$ cat config.mk
export PLATFORM = sky130hd
export DESIGN_NAME = fa
export DESIGN_NICKNAME = d
export VERILOG_FILES = /design/src/rtl/fa.sv
export SDC_FILE = /design/constraint.sdc
export NUM_CORES = 1
export LEC_CHECK = 0
export CAP_MARGIN = 20
export CORE_AREA = 2 2 39 41
export CTS_CLUSTER_SIZE = 16
export DETAILED_ROUTE_END_ITERATION = 6
export DIE_AREA = 0 0 41 43
export RECOVER_POWER = 25
export SYNTH_ARGS = -nofsm -noshare
export SYNTH_HDL_FRONTEND = slang
export SYNTH_SLANG_ARGS = --single-unit
export TNS_END_PERCENT = 5
$ cat constraint.sdc
create_clock -name clk -period 4.34 [get_ports clk]
set_clock_uncertainty 0.2 [all_clocks]
set_input_delay 0.868 -clock clk [delete_from_list [all_inputs] [get_ports clk]]
set_output_delay 0.868 -clock clk [all_outputs]
set_load 0.1 [all_outputs]
$ cat src/rtl/fa.sv
// Registered WIDTH-bit ripple full adder with selectable carry-in (external or
// fed back from the previous result) for bit- or word-serial addition.
module fa #(
    parameter int WIDTH = 1
) (
    input  logic             clk,
    input  logic             rst,
    input  logic [WIDTH-1:0] a,
    input  logic [WIDTH-1:0] b,
    input  logic             c0,
    input  logic             chain,
    input  logic             in_valid,
    output logic [WIDTH-1:0] s,
    output logic             Ca,
    output logic             ovf,
    output logic             out_valid
);

    // One full-adder cell: returns {carry_out, sum}.
    function automatic logic [1:0] fa_cell(input logic x, input logic y, input logic ci);
        return {(x & y) | (x & ci) | (y & ci), x ^ y ^ ci};
    endfunction

    logic [WIDTH-1:0] s_q, s_d;
    logic             ca_q, ca_d;
    logic             ovf_q, ovf_d;
    logic             vld_q, vld_d;
    logic             carry_q, carry_d;

    logic             cin_s;
    logic [WIDTH:0]   c_s;
    logic [WIDTH-1:0] sum_s;
    logic             ovf_s;

    // Carry-in select and ripple chain; c_s[0] is cin, so WIDTH=1 overflow uses cin.
    always_comb begin
        cin_s = chain ? carry_q : c0;
        c_s   = '0;
        sum_s = '0;
        c_s[0] = cin_s;
        for (int i = 0; i < WIDTH; i++) begin
            {c_s[i+1], sum_s[i]} = fa_cell(a[i], b[i], c_s[i]);
        end
        ovf_s = c_s[WIDTH] ^ c_s[WIDTH-1];
    end

    // Next-state: capture a new result on valid input, otherwise hold.
    always_comb begin
        s_d     = s_q;
        ca_d    = ca_q;
        ovf_d   = ovf_q;
        carry_d = carry_q;
        vld_d   = 1'b0;
        if (in_valid) begin
            s_d     = sum_s;
            ca_d    = c_s[WIDTH];
            ovf_d   = ovf_s;
            carry_d = c_s[WIDTH];
            vld_d   = 1'b1;
        end else begin
            vld_d   = 1'b0;
        end
    end

    // State registers; reset wins over an operation in the same cycle.
    always_ff @(posedge clk) begin
        if (rst) begin
            s_q     <= '0;
            ca_q    <= 1'b0;
            ovf_q   <= 1'b0;
            carry_q <= 1'b0;
            vld_q   <= 1'b0;
        end else begin
            s_q     <= s_d;
            ca_q    <= ca_d;
            ovf_q   <= ovf_d;
            carry_q <= carry_d;
            vld_q   <= vld_d;
        end
    end

    assign s         = s_q;
    assign Ca        = ca_q;
    assign ovf       = ovf_q;
    assign out_valid = vld_q;

endmodule

* After elaboration in Yosys (flattened, before gate mapping)
Index checks and enable logic that the tools add are counted.
** Word-level totals
- Register bits :: 4
- Input bits :: 7
- Output and inout port bits :: 4
- Logic and storage cells :: 14
** Cells by class
- Multiplexer cells :: 2
- Bitwise logic cells :: 8
** Operator list (number)
- 1-bit AND :: 3
- 1-bit bitwise XOR :: 3
- 1-bit two-way mux :: 2
- 1-bit bitwise OR :: 2

* Longest topological paths before layout
Gate-level depths: netlist (run 1).
- Depth after elaboration :: 5
- Depth in mapped cells :: 5
- Mapped depth without buffers :: 5

* Worst setup path after synthesis (run 1)
No wires, ideal clock.
- Path type :: input port to flip-flop
- From :: input port chain
- To :: register ovf_q (netlist: ovf)
- Setup time :: 0.093 ns
- Data arrival time :: 1.866 ns
- Required time :: 4.047 ns
- Slack :: 2.181 ns
- Stages :: 5
- Buffers on the path :: 0
- Path through :: mux2_4 fa_1 nor3b_1 nand2_1 o311ai_2
** On the way
- Word-level cells in the longest chain between the ends :: 5
- Elaborated cells on any way between the ends :: 6
- Those cells by class :: 1 x mux; 5 x bitwise
** RTL lines
- start: declaration :: line 11 : input logic chain,
- 1-bit two-way mux * :: line 37 : cin_s = chain ? carry_q : c0;
- 1-bit AND :: line 21 : return {(x & y) | (x & ci) | (y & ci), x ^ y ^ ci};
- 1-bit bitwise OR :: line 21
- 1-bit bitwise OR * :: line 21
- net c_s[1] :: line 31 : logic [WIDTH:0] c_s;
- 1-bit bitwise XOR * :: line 44 : ovf_s = c_s[WIDTH] ^ c_s[WIDTH-1];
- end signal: assignment :: line 76 : ovf_q <= ovf_d;
- end: declaration :: line 26 : logic ovf_q, ovf_d;
The timed path passes the listed nets; every way through them passes the cells marked *.
A chain may end at the register's enable or synchronous reset.

==> qor.yml, run 1 <==
setup_path:
  r2r-start: "carry_q"
  critPathMaxFanout: 3
  r2r_slack_ns: 2.62
  critPathRequiredTime_ns: 3.27
  cp-end-kind: "primary output"
  r2r_cells: 5
  crit_type: "register to primary output"
  cp.arrival_ns: 1.72
  cp_cell_sequence: "clkdlybuf4s50_1"
  crit_path_end: "Ca"
  startpoint: "carry_q"
  rr_endpoint: "ovf"
  cp-start-kind: "register"
  cp.depth: 1
  cp_slowest_cell: "clkdlybuf4s50_1"
  critPathMaxStageDelay_ns: 1.14
  critPathBufInv: 1
  critical-path-top-delay-family: "buffers and inverters"
placed_design:
  dp_slack_ns: 1.66
  io_buffer_count: 10
  dp_cells: 42
  gp_congestion: 0.696
  dpl_cell_area_sq_um: 307
clock_tree:
  cts_sinks: 4
  ctsResizeCount: 0
  cts_max_level: 1
  cts_root_buf: "clkbuf_4"
  hold_buffers: 0
  clk_latency_ns: 0.24
  tritoncts: "yes"
  numCtsBuffers: 3
  clockBufferDepth: 2
  post_cts_buffers: 0
  clkTransAtPathRegs_ns: 0.04
yosys:
  post-synth-top-area-fraction: 0.430
  yosys_warnings: 0
  yosysSeqAreaShare: 0.430
  ys_top_cells_by_count: "dfxtp_1 (4), nand2_1 (2)"
  muxShareOfSynthArea: 0.134
  syn_nets: 24
  synthCells: 16
  synth_largest_area_cell: "dfxtp_1"
  async_flop_share: 0
  yosysUniqueCellTypes: 12
  syn_avg_cell_area_sq_um: 11.7
  synth_most_common_cell: "dfxtp_1"
  synth_xor_area_frac: 0
  synth_top_family_by_area: "simple AND/OR/NAND/NOR gates"
  synth_area_leaders: "dfxtp_1 (43%), fa_1 (11%), o311ai_2 (8.7%)"
  synthFlopType: "dfxtp_1"
  yosys.area_share.simple: 0.215
  synthAdderAreaFrac: 0.107
  syn-cell-area_sq_um: 186
  synth-compound-area-share: 0.114
  synth_edf_count: 0
  ys_ff_latch: 4
floorplanning:
  initial_utilization: 0.135
  ios: 11
  rows: 14
  coreArea_sq_mm: 0.00138
  dieWidth_um: 41
  die_y_um: 43
  die_area_sq_mm: 0.00176
timing:
  finalSetupTns_ns: 0
  finalHoldViolCount: 0
  maxSlewViolCount: 0
  period_needed_ns: 2.78
  finalSetupViolations: 0
  fmax_mhz: 359
  slew_headroom: 0.356
  holdWs_ns: 0.293
  rsz0062_at_grt: "no"
  worst_slew_pin_slew_ns: 0.963
  fin_crit_sh: 0.641
  setup_ws_ns: 1.56
grt:
  grt_max_degree: 7
  grt_usage: 0.0674
  antenna_found_initial: 0
  grt_pass1_vias: 165
  overflow: 0
  grt_first_pass_wirelength_um: 710
routing:
  remaining_drc_errors: 0
  first_iter_violations: 0
  wl_met3_um: 66
  routed.top_layer: "met3"
  routedWlPerCell_um: 8.33
  vias: 158
  final_antenna_net_count: 0
  first_pass_iters: 1
  wl_um: 375
  post_drt_via_cell_ratio: 3.51
  wl_met2_um: 115
  wl_met1_um: 193
power_and_ir_drop:
  leakage_nw: 0.120
  power_uw: 130
  ir_drop_uv: 125
  p_per_area_mw_per_mm2: 398
layout:
  fin_cells: 45
  drive_above_1_share: 0.138
  final_area_sq_um: 325
  area_delta_synth_final_pct: 74.5
  fin_util: 0.235
  nets: 39
  antenna-diode-count: 0
job:
  max-cap-violations: 0
min_path:
  hold_class: "register to register"
run_status:
  outcome: "complete, no violations"
==> placed cells by master (no fill, tap or decap) <==
cell and instances:
a21oi_1 1, clkbuf_4 3, clkdlybuf4s50_1 9, dfxtp_1 4, dlygate4sd3_1 1, fa_1 1
mux2_1 1, mux2i_1 1, nand2_1 2, nand2b_1 1, nor2_1 1, nor2b_1 1
nor3b_1 1, o311ai_2 1, or3b_1 1
==> layout make-up <==
type | count | area (sq um)
Clock buffer | 3 | 22.5
Sequential cell | 4 | 80.1
Timing Repair Buffer | 10 | 100
Fill cell | 155 | 1060
Multi-Input combinational cell | 12 | 103
Tap cell | 16 | 20.0
==> flip-flops by register name, indices dropped and copies added, names as in the netlist <==
| name | flops |
|---|---|
| s | 1 |
| ovf | 1 |
| carry_q | 1 |
| out_valid | 1 |
==> routing by layer <==
metal  global-route usage  up-vias
met5                    0        -
met4               0.0400        0
met3               0.0785        0
met2               0.0625       13
met1               0.0841       61
li1                     -       84
==> cell families (layout without fill, tap and decap cells) <==
family,after synthesis,after routing
compound gates,2,2
mux,2,2
simple gates,7,7
fa+ha+maj,1,1
flops,4,4
buf+inv,0,13
==> worst min-delay path by stage <==
stage,from,endpoint,cells after the start,slack [ns]
floorplan,carry_q,carry_q,2,0.72
global placement,s,s,2,0.28
detailed placement,carry_q,carry_q,2,0.29
CTS,carry_q,carry_q,2,0.30
global route,carry_q,carry_q,2,0.35
finish,carry_q,carry_q,2,0.29
==> where the power goes <==
part | switching [mW] | leakage, nW | internal, mW
Combinational | 0.0272 | 0.0733 | 0.0134
Clock | 0.0170 | 0.0138 | 0.0311
Sequential | 0.00119 | 0.0330 | 0.0398
Total | 0.0454 | 0.120 | 0.0842
(Power assumes the default switching activity.)
==> run 2: changes to the inputs <==
==> constraint.sdc (replaced) <==
create_clock -name clk -period 2.8 [get_ports clk]
set_clock_uncertainty 0.2 [all_clocks]
set_input_delay 0.56 -clock clk [delete_from_list [all_inputs] [get_ports clk]]
set_output_delay 0.56 -clock clk [all_outputs]
set_load 0.1 [all_outputs]
==> run 2 against run 1 <==
  * Final cell count unchanged
  * Non-clock buffer count unchanged
  * Via count increased by 3.8%
  * Flip-flop and latch count unchanged
  * Global-route usage decreased by 0.81 points
  * Sequential power increased by 56%
  * Largest cell class unchanged
  * Final area decreased by 3.1%
  * Clock power increased by 51%
  * Critical endpoint is now ovf
  * Setup slack got worse by 0.91 ns
  * Die area unchanged
  * Worst hold slack got worse by 0.0050 ns
  * Combinational power increased by 53%
==> qor.yml, run 2 (synthesis results as in run 1) <==
setup_path:
  cp.arrival_ns: 2.10
  critPathMaxFanout: 3
  critPathRequiredTime_ns: 2.75
  cp-end-kind: "register"
  cp-start-kind: "primary input"
  crit_type: "primary input to register"
  r2r_cells: 5
clock_tree:
  ctsResizeCount: 0
  clockBufferDepth: 2
  cts_sinks: 4
  clk_latency_ns: 0.24
  numCtsBuffers: 3
  post_cts_buffers: 0
  tritoncts: "yes"
  cts_max_level: 1
  hold_buffers: 0
  cts_root_buf: "clkbuf_4"
  clkTransAtPathRegs_ns: 0.04
min_path:
  hold_class: "register to register"
  hold_depth: 2
placed_design:
  io_buffer_count: 10
  dp_slack_ns: 0.409
  gp_congestion: 0.636
  dp_cells: 42
timing:
  finalHoldViolCount: 0
  maxSlewViolCount: 0
  slew_headroom: 0.230
  finalSetupTns_ns: 0
  finalSetupViolations: 0
  setup_ws_ns: 0.644
  fmax_mhz: 464
  worst_slew_pin_slew_ns: 1.16
  rsz0062_at_grt: "no"
  fin_crit_sh: 0.770
  period_needed_ns: 2.16
grt:
  grt_usage: 0.0593
  antenna_found_initial: 0
  overflow: 0
  grt_pass1_vias: 138
  grt_first_pass_wirelength_um: 565
  grt_max_degree: 7
job:
  max-cap-violations: 0
routing:
  first_iter_violations: 4
  remaining_drc_errors: 0
  post_drt_via_cell_ratio: 3.64
  first_pass_iters: 2
  vias: 164
  final_antenna_net_count: 0
  routedWlPerCell_um: 8.67
  wl_um: 390
floorplanning:
  coreArea_sq_mm: 0.00138
  rows: 14
  die_y_um: 43
  dieWidth_um: 41
  die_area_sq_mm: 0.00176
  initial_utilization: 0.135
  ios: 11
layout:
  final_common_cell: "clkdlybuf4s50_1"
  drive_above_1_share: 0.276
  antenna-diode-count: 0
  area_delta_synth_final_pct: 69.1
  nets: 39
  layout_common_cells: "clkdlybuf4s50_1 (5), dfxtp_1 (4), clkbuf_4 (3), buf_4 (3), nand2_1 (2)"
  fin_util: 0.228
  fin_cells: 45
power_and_ir_drop:
  leakage_nw: 0.126
  power_uw: 198
  ir_drop_uv: 251
  p_per_area_mw_per_mm2: 629
run_status:
  outcome: "complete, no violations"
## run 2: path summary, 6_finish.rpt
check                           startpoint      end  slack, ns
worst max register to register     carry_q      ovf       1.18
worst min register to register     carry_q  carry_q       0.29
worst max-delay path                 chain      ovf       0.64
worst min-delay path               carry_q  carry_q       0.29
## run 2: cell type report
class / instances / area, sq um
clock buffer: 3 / 22.5
fill: 141 / 1070
multi-input combinational: 12 / 106
sequential: 4 / 80.1
tap: 16 / 20.0
timing repair buffer: 10 / 86.3
## run 2: metal layers
metal,part of all wire,track usage
met5,0,0
met1,0.54,0.0613
met4,0,0.0400
met2,0.30,0.0500
met3,0.16,0.0942
## run 2: power by group
group          internal (mW)  switching [mW]  total (mW)
Clock                 0.0480          0.0244      0.0724
Combinational         0.0197          0.0423      0.0620
Sequential            0.0618         0.00224      0.0640
Total                  0.129          0.0689       0.198
## run 2: through the flow
| stage | cell area, sq um | hold WS (ns) |
|---|---|---|
| final | 315 | 0.288 |
| after global routing | 315 | 0.318 |
| after CTS | 319 | 0.291 |
| after detailed placement | 297 | 0.285 |
| after global placement | 297 | 0.280 |
| after floorplan | 186 | 0.429 |
## run 2: worst max-delay path, stage by stage
cell             delay (ns)
clkdlybuf4s50_1        0.48
mux2_4                 0.32
fa_1                   0.38
nor3b_1                0.21
nand2_1                0.09
o311ai_2               0.06
